==> config.mk <==
export PLATFORM = sky130hd
export DESIGN_NAME = alu_share_arbiter
export DESIGN_NICKNAME = d
export VERILOG_FILES = /design/src/rtl/alu_ctrl_pkg.sv /design/src/rtl/rr_arbiter2.sv /design/src/rtl/alu_share_arbiter.sv
export SDC_FILE = /design/constraint.sdc
export NUM_CORES = 1
export LEC_CHECK = 0
export CAP_MARGIN = 20
export CORE_UTILIZATION = 45
export CTS_CLUSTER_DIAMETER = 60
export DETAILED_ROUTE_END_ITERATION = 10
export HOLD_SLACK_MARGIN = 0.06
export PLACE_DENSITY = 0.93
export SLEW_MARGIN = 10
export SYNTH_ARGS = -nofsm -noshare
export SYNTH_HDL_FRONTEND = slang
export SYNTH_SLANG_ARGS = --single-unit
==> constraint.sdc <==
create_clock -name clk_sys -period 4.6 [get_ports clk_sys]
set_clock_uncertainty 0.1 [all_clocks]
set_input_delay 1.15 -clock clk_sys [delete_from_list [all_inputs] [get_ports clk_sys]]
set_output_delay 1.15 -clock clk_sys [all_outputs]
set_load 0.02 [all_outputs]
==> src/rtl/alu_ctrl_pkg.sv <==
// Shared definitions for the lab ALU sharing controller: FSM encoding,
// ALU function codes and the highest legal function code.
package alu_ctrl_pkg;

  typedef enum logic [1:0] {
    IDLE  = 2'd0,
    DRIVE = 2'd1,
    DONE  = 2'd2
  } state_t;

  localparam logic [2:0] F_ADD       = 3'd0;
  localparam logic [2:0] F_PLUS      = 3'd1;
  localparam logic [2:0] F_XNOR_NAND = 3'd2;
  localparam logic [2:0] F_ORRED     = 3'd3;
  localparam logic [2:0] F_PARITY    = 3'd4;
  localparam logic [2:0] F_CONCAT    = 3'd5;

  localparam int FUNC_MAX = 5;

endpackage

==> src/rtl/rr_arbiter2.sv <==
// Two-way round-robin pick. ptr names the requester that wins a tie.
module rr_arbiter2 (
  input  logic [1:0] req,
  input  logic       ptr,
  output logic [1:0] win,
  output logic       any_req
);

  always_comb begin
    win     = req;
    any_req = |req;
    if (req == 2'b11) begin
      win = ptr ? 2'b10 : 2'b01;
    end
  end

endmodule

==> src/rtl/alu_share_arbiter.sv <==
// Sequences one external combinational ALU between two requesters:
// grant, drive registered operands, capture result, hand it back.
//
//   state | meaning
//   IDLE  | waiting for a request; ALU operands hold their last value
//   DRIVE | winner's operands are on the ALU; result captured at end
//   DONE  | response valid for the winner until it is accepted
module alu_share_arbiter
  import alu_ctrl_pkg::*;
#(
  parameter int OPW      = 4,
  parameter int RESW     = 8,
  parameter int FUNCW    = 3,
  parameter int FUNC_MAX = alu_ctrl_pkg::FUNC_MAX
) (
  input  logic             clk_sys,
  input  logic             rst,
  input  logic [1:0]       req,
  input  logic [OPW-1:0]   a0,
  input  logic [OPW-1:0]   b0,
  input  logic [FUNCW-1:0] sel0,
  input  logic [OPW-1:0]   a1,
  input  logic [OPW-1:0]   b1,
  input  logic [FUNCW-1:0] sel1,
  output logic [1:0]       gnt,
  output logic [1:0]       rsp_valid,
  input  logic [1:0]       rsp_ready,
  output logic [RESW-1:0]  rsp_data,
  output logic             rsp_err,
  output logic [OPW-1:0]   alu_a,
  output logic [OPW-1:0]   alu_b,
  output logic [FUNCW-1:0] alu_sel,
  input  logic [RESW-1:0]  alu_result,
  output logic             busy,
  output logic [7:0]       op_count
);

  state_t     state;
  logic       ptr;
  logic       owner;
  logic [1:0] win;
  logic       any_req;

  rr_arbiter2 u_arb (
    .req     (req),
    .ptr     (ptr),
    .win     (win),
    .any_req (any_req)
  );

  always_ff @(posedge clk_sys) begin
    if (rst) begin
      state     <= IDLE;
      ptr       <= 1'b0;
      owner     <= 1'b0;
      gnt       <= '0;
      rsp_valid <= '0;
      rsp_data  <= '0;
      rsp_err   <= 1'b0;
      alu_a     <= '0;
      alu_b     <= '0;
      alu_sel   <= '0;
      busy      <= 1'b0;
      op_count  <= '0;
    end else begin
      gnt <= '0;
      case (state)
        IDLE: begin
          if (any_req) begin
            owner <= win[1];
            gnt   <= win;
            busy  <= 1'b1;
            state <= DRIVE;
            if (win[1]) begin
              alu_a   <= a1;
              alu_b   <= b1;
              alu_sel <= sel1;
              rsp_err <= (sel1 > FUNCW'(FUNC_MAX));
            end else begin
              alu_a   <= a0;
              alu_b   <= b0;
              alu_sel <= sel0;
              rsp_err <= (sel0 > FUNCW'(FUNC_MAX));
            end
          end
        end
        DRIVE: begin
          rsp_data  <= alu_result;
          rsp_valid <= owner ? 2'b10 : 2'b01;
          state     <= DONE;
        end
        DONE: begin
          // Only the owner's ready counts; the other requester has nothing pending.
          if (rsp_ready[owner]) begin
            rsp_valid <= '0;
            op_count  <= op_count + 8'd1;
            ptr       <= ~owner;
            busy      <= 1'b0;
            state     <= IDLE;
          end
        end
        default: begin
          rsp_valid <= '0;
          busy      <= 1'b0;
          state     <= IDLE;
        end
      endcase
    end
  end

endmodule

==> flow_metrics.py <==
metrics = {
    "logic_synthesis": {
        "synth.top_cell.area_share_pct": 45.0,
        "ys_types": 36,
        "synth.most_common_cell": "dfxtp_1",
        "yosysWarnings": 0,
        "syn_avg_cell_area_sq_um": 8.49,
        "synth_flop_cell": "dfxtp_1",
        "yosys.area.top_type": "dfxtp_1",
        "syn_nets": 231,
        "netlist_area_sq_um": 1650,
        "synth_edf_count": 0,
        "async_flop_share_pct": 0,
        "synth_common_cells": "dfxtp_1, a21oi_1, nand2_1, o21ai_0, o211ai_1",
        "netlist_instances": 194,
        "yosysSeqAreaShare_pct": 45.0,
        "yosys_register_bits": 37,
        "synth_top_cells_by_area": "dfxtp_1, a21oi_1, a311oi_1, o211ai_1, o21ai_0",
    },
    "cells_and_area": {
        "fillers": 268,
        "final_nets": 292,
        "seqCellArea_sq_um": 741,
        "multiInputGateArea_sq_um": 825,
        "diodes": 0,
        "drive_gt1_share_pct": 5.47,
        "area_growth_pct": 44.8,
        "stdcell_area_sq_um": 2380,
    },
    "setup_path": {
        "crit_top_cell": "nor2_1",
        "path_max_fanout": 16,
        "critical_path_class": "in -> reg",
        "cp_num_cells": 4,
        "cp-startpoint": "req[1]",
        "path_buf_inv": 1,
        "end_kind": "register",
        "crit_chain": "clkdlybuf4s50_1 -> nor2_1 -> nor2_1 -> a311oi_1",
        "path_delay_family": "buffers and inverters",
        "ff2ff_path_depth": 3,
        "crit_path_top_delay_cell": "clkdlybuf4s50_1",
        "ff2ff_setup_slack_ns": 2.75,
        "arrival_ns": 2.93,
        "start_kind": "input port",
        "r2r-start": "ptr$_SDFFE_PP0P_",
        "crit_required_ns": 4.67,
        "max_stage_delay_ns": 0.80,
    },
    "grt": {
        "grt_usage_pct": 23.4,
        "grt_overflow_total": 0,
        "grt_start_max_net_pins": 22,
        "grt_pass1_vias": 1618,
        "use_met1_pct": 28.2,
        "busiest_layer": "met2",
        "antenna_found_initial": 0,
        "grt_first_pass_wirelength_mm": 7.36,
        "use_met3_pct": 5.66,
        "gr-usage-met2_pct": 39.7,
    },
    "outcome": {
        "outcome": "finished, final reports clean",
    },
    "pwr": {
        "power.density_nw_per_um2": 296,
        "p_leak_nw": 0.802,
        "ir_drop_uv": 169,
    },
    "sta": {
        "fin_hold_ws_ns": 0.361,
        "drv_slew": 0,
        "rsz0062_at_grt": "no",
        "fin_tns_setup_ns": 0,
        "fin_crit_ns": 2.86,
        "setup_ws_ns": 1.74,
        "maxClockFrequency_ghz": 0.350,
        "hold_viol_final": 0,
        "worst_slew_pin_slew_ns": 0.828,
        "slew_headroom_pct": 44.6,
        "setup_viol": 0,
        "final.period_utilization_pct": 62.2,
    },
    "min_path": {
        "hp-class": "reg -> reg",
        "worstHoldStart": "rsp_data[1]$_SDFFE_PP0N_",
        "whs_path_depth": 2,
    },
    "floorplan": {
        "die_w_um": 62.5,
        "die-area_sq_um": 3910,
        "ios": 69,
        "core_sq_um": 3420,
        "rows": 21,
        "fp.dieH_um": 62.5,
        "initial_core_util_pct": 48.2,
    },
    "place": {
        "portBuffers": 68,
        "gp_congestion": 0.824,
        "place_ws_ns": 1.42,
        "placed_area_sq_um": 2330,
        "place_hpwl_mm": 3.14,
    },
    "cts": {
        "clk_pin_slew_ns": 0.10,
        "clockBufferDepth": 2,
        "tritoncts": "built",
        "cts_inserted_buffers": 5,
        "clkLatencyLatePin_ns": 0.34,
        "clock-sinks": 37,
        "root_buffer": "clkbuf_4",
        "htree_levels": 2,
        "cts_setup_buffers": 0,
        "cts_hold_buf": 0,
        "cts-resized-gates": 0,
    },
    "routing": {
        "drc": 0,
        "totalWireLength_mm": 4.33,
        "vias": 1700,
        "routed_via_density": 5.63,
        "drt_iter0_markers": 92,
        "post_drt_wl_per_cell_um": 14.3,
        "drtPass1Iterations": 4,
        "ant_nets": 0,
    },
    "flow_run": {
        "drv_cap": 0,
    },
}
[logic make-up after synthesis]
family	share of synthesized area, %
flip-flops	45.0
buffers and inverters	4.94
adder cells (fa/ha/maj)	0.760
AO/OA/AOI/OAI	30.2
multiplexers	2.89
AND/OR/NAND/NOR	16.2
[tightest hold or removal path: cells and delay by family, from the launching register on]
kind / cells / cell delay [ns]
DFF: 1 / 0.32
and+or+nand+nor: 1 / 0.05
AOI/OAI and AO/OA: 1 / 0.05
[cell usage in the layout, fill, tap and decap left out, drive strengths merged, types with 2 or more instances in the layout]
| master | instances |
|---|---|
| clkdlybuf4s50 | 68 |
| dfxtp | 37 |
| a21oi | 28 |
| nand2 | 18 |
| o21ai | 15 |
| o211ai | 13 |
| a311oi | 12 |
| nor2 | 8 |
| inv | 6 |
| nor2b | 6 |
| clkbuf | 6 |
| nand3 | 4 |
| mux2 | 3 |
| nor3 | 3 |
| or2 | 3 |
| nand2b | 2 |
| or3 | 2 |
| o31ai | 2 |
| or4 | 2 |
| clkinv | 2 |
[power by group]
part           switching [mW]  leakage, nW  internal [mW]  total [mW]
Clock                   0.101       0.0320         0.0582       0.160
Combinational          0.0938        0.467         0.0883       0.182
Sequential             0.0186        0.303          0.345       0.363
[worst paths after layout]
check | to
min | rsp_data[1]$_SDFFE_PP0N_
max | rsp_err$_SDFFE_PP0P_
max reg2reg | alu_a[0]$_SDFFE_PP0P_
min reg2reg | rsp_data[1]$_SDFFE_PP0N_
[per-stage QoR]
step / instances / total power [mW] / utilization, %
global placement: 294 / 0.546 / 68.3
finish: 302 / 0.705 / 69.8
CTS: 302 / 0.707 / 69.8
floorplan: 194 / 0.462 / -
detailed placement: 294 / 0.551 / 68.3
global route: 302 / 0.742 / 69.8
[final cells by class]
class	instances	area share, %
multi-input cells	136	34.6
flip-flops and latches	37	31.1
well taps	46	2.41
repair buffers	69	28.9
clock inverters	2	0.420
inverters	6	0.944
clock buffers	6	1.73
[registers in the layout, summed over array words and instances, names as in the netlist, 2 cells and up]
register / count
alu_a: 4
alu_b: 4
alu_sel: 3
gnt: 2
op_count: 8
rsp_data: 8
rsp_valid: 2
state: 2
[routing by layer]
layer / wire length, um / part of all wire (%)
met5: 0 / 0
met4: 44 / 1.0
met3: 344 / 7.9
met2: 2190 / 51
met1: 1750 / 40
Power figures use the tool's default switching activity.
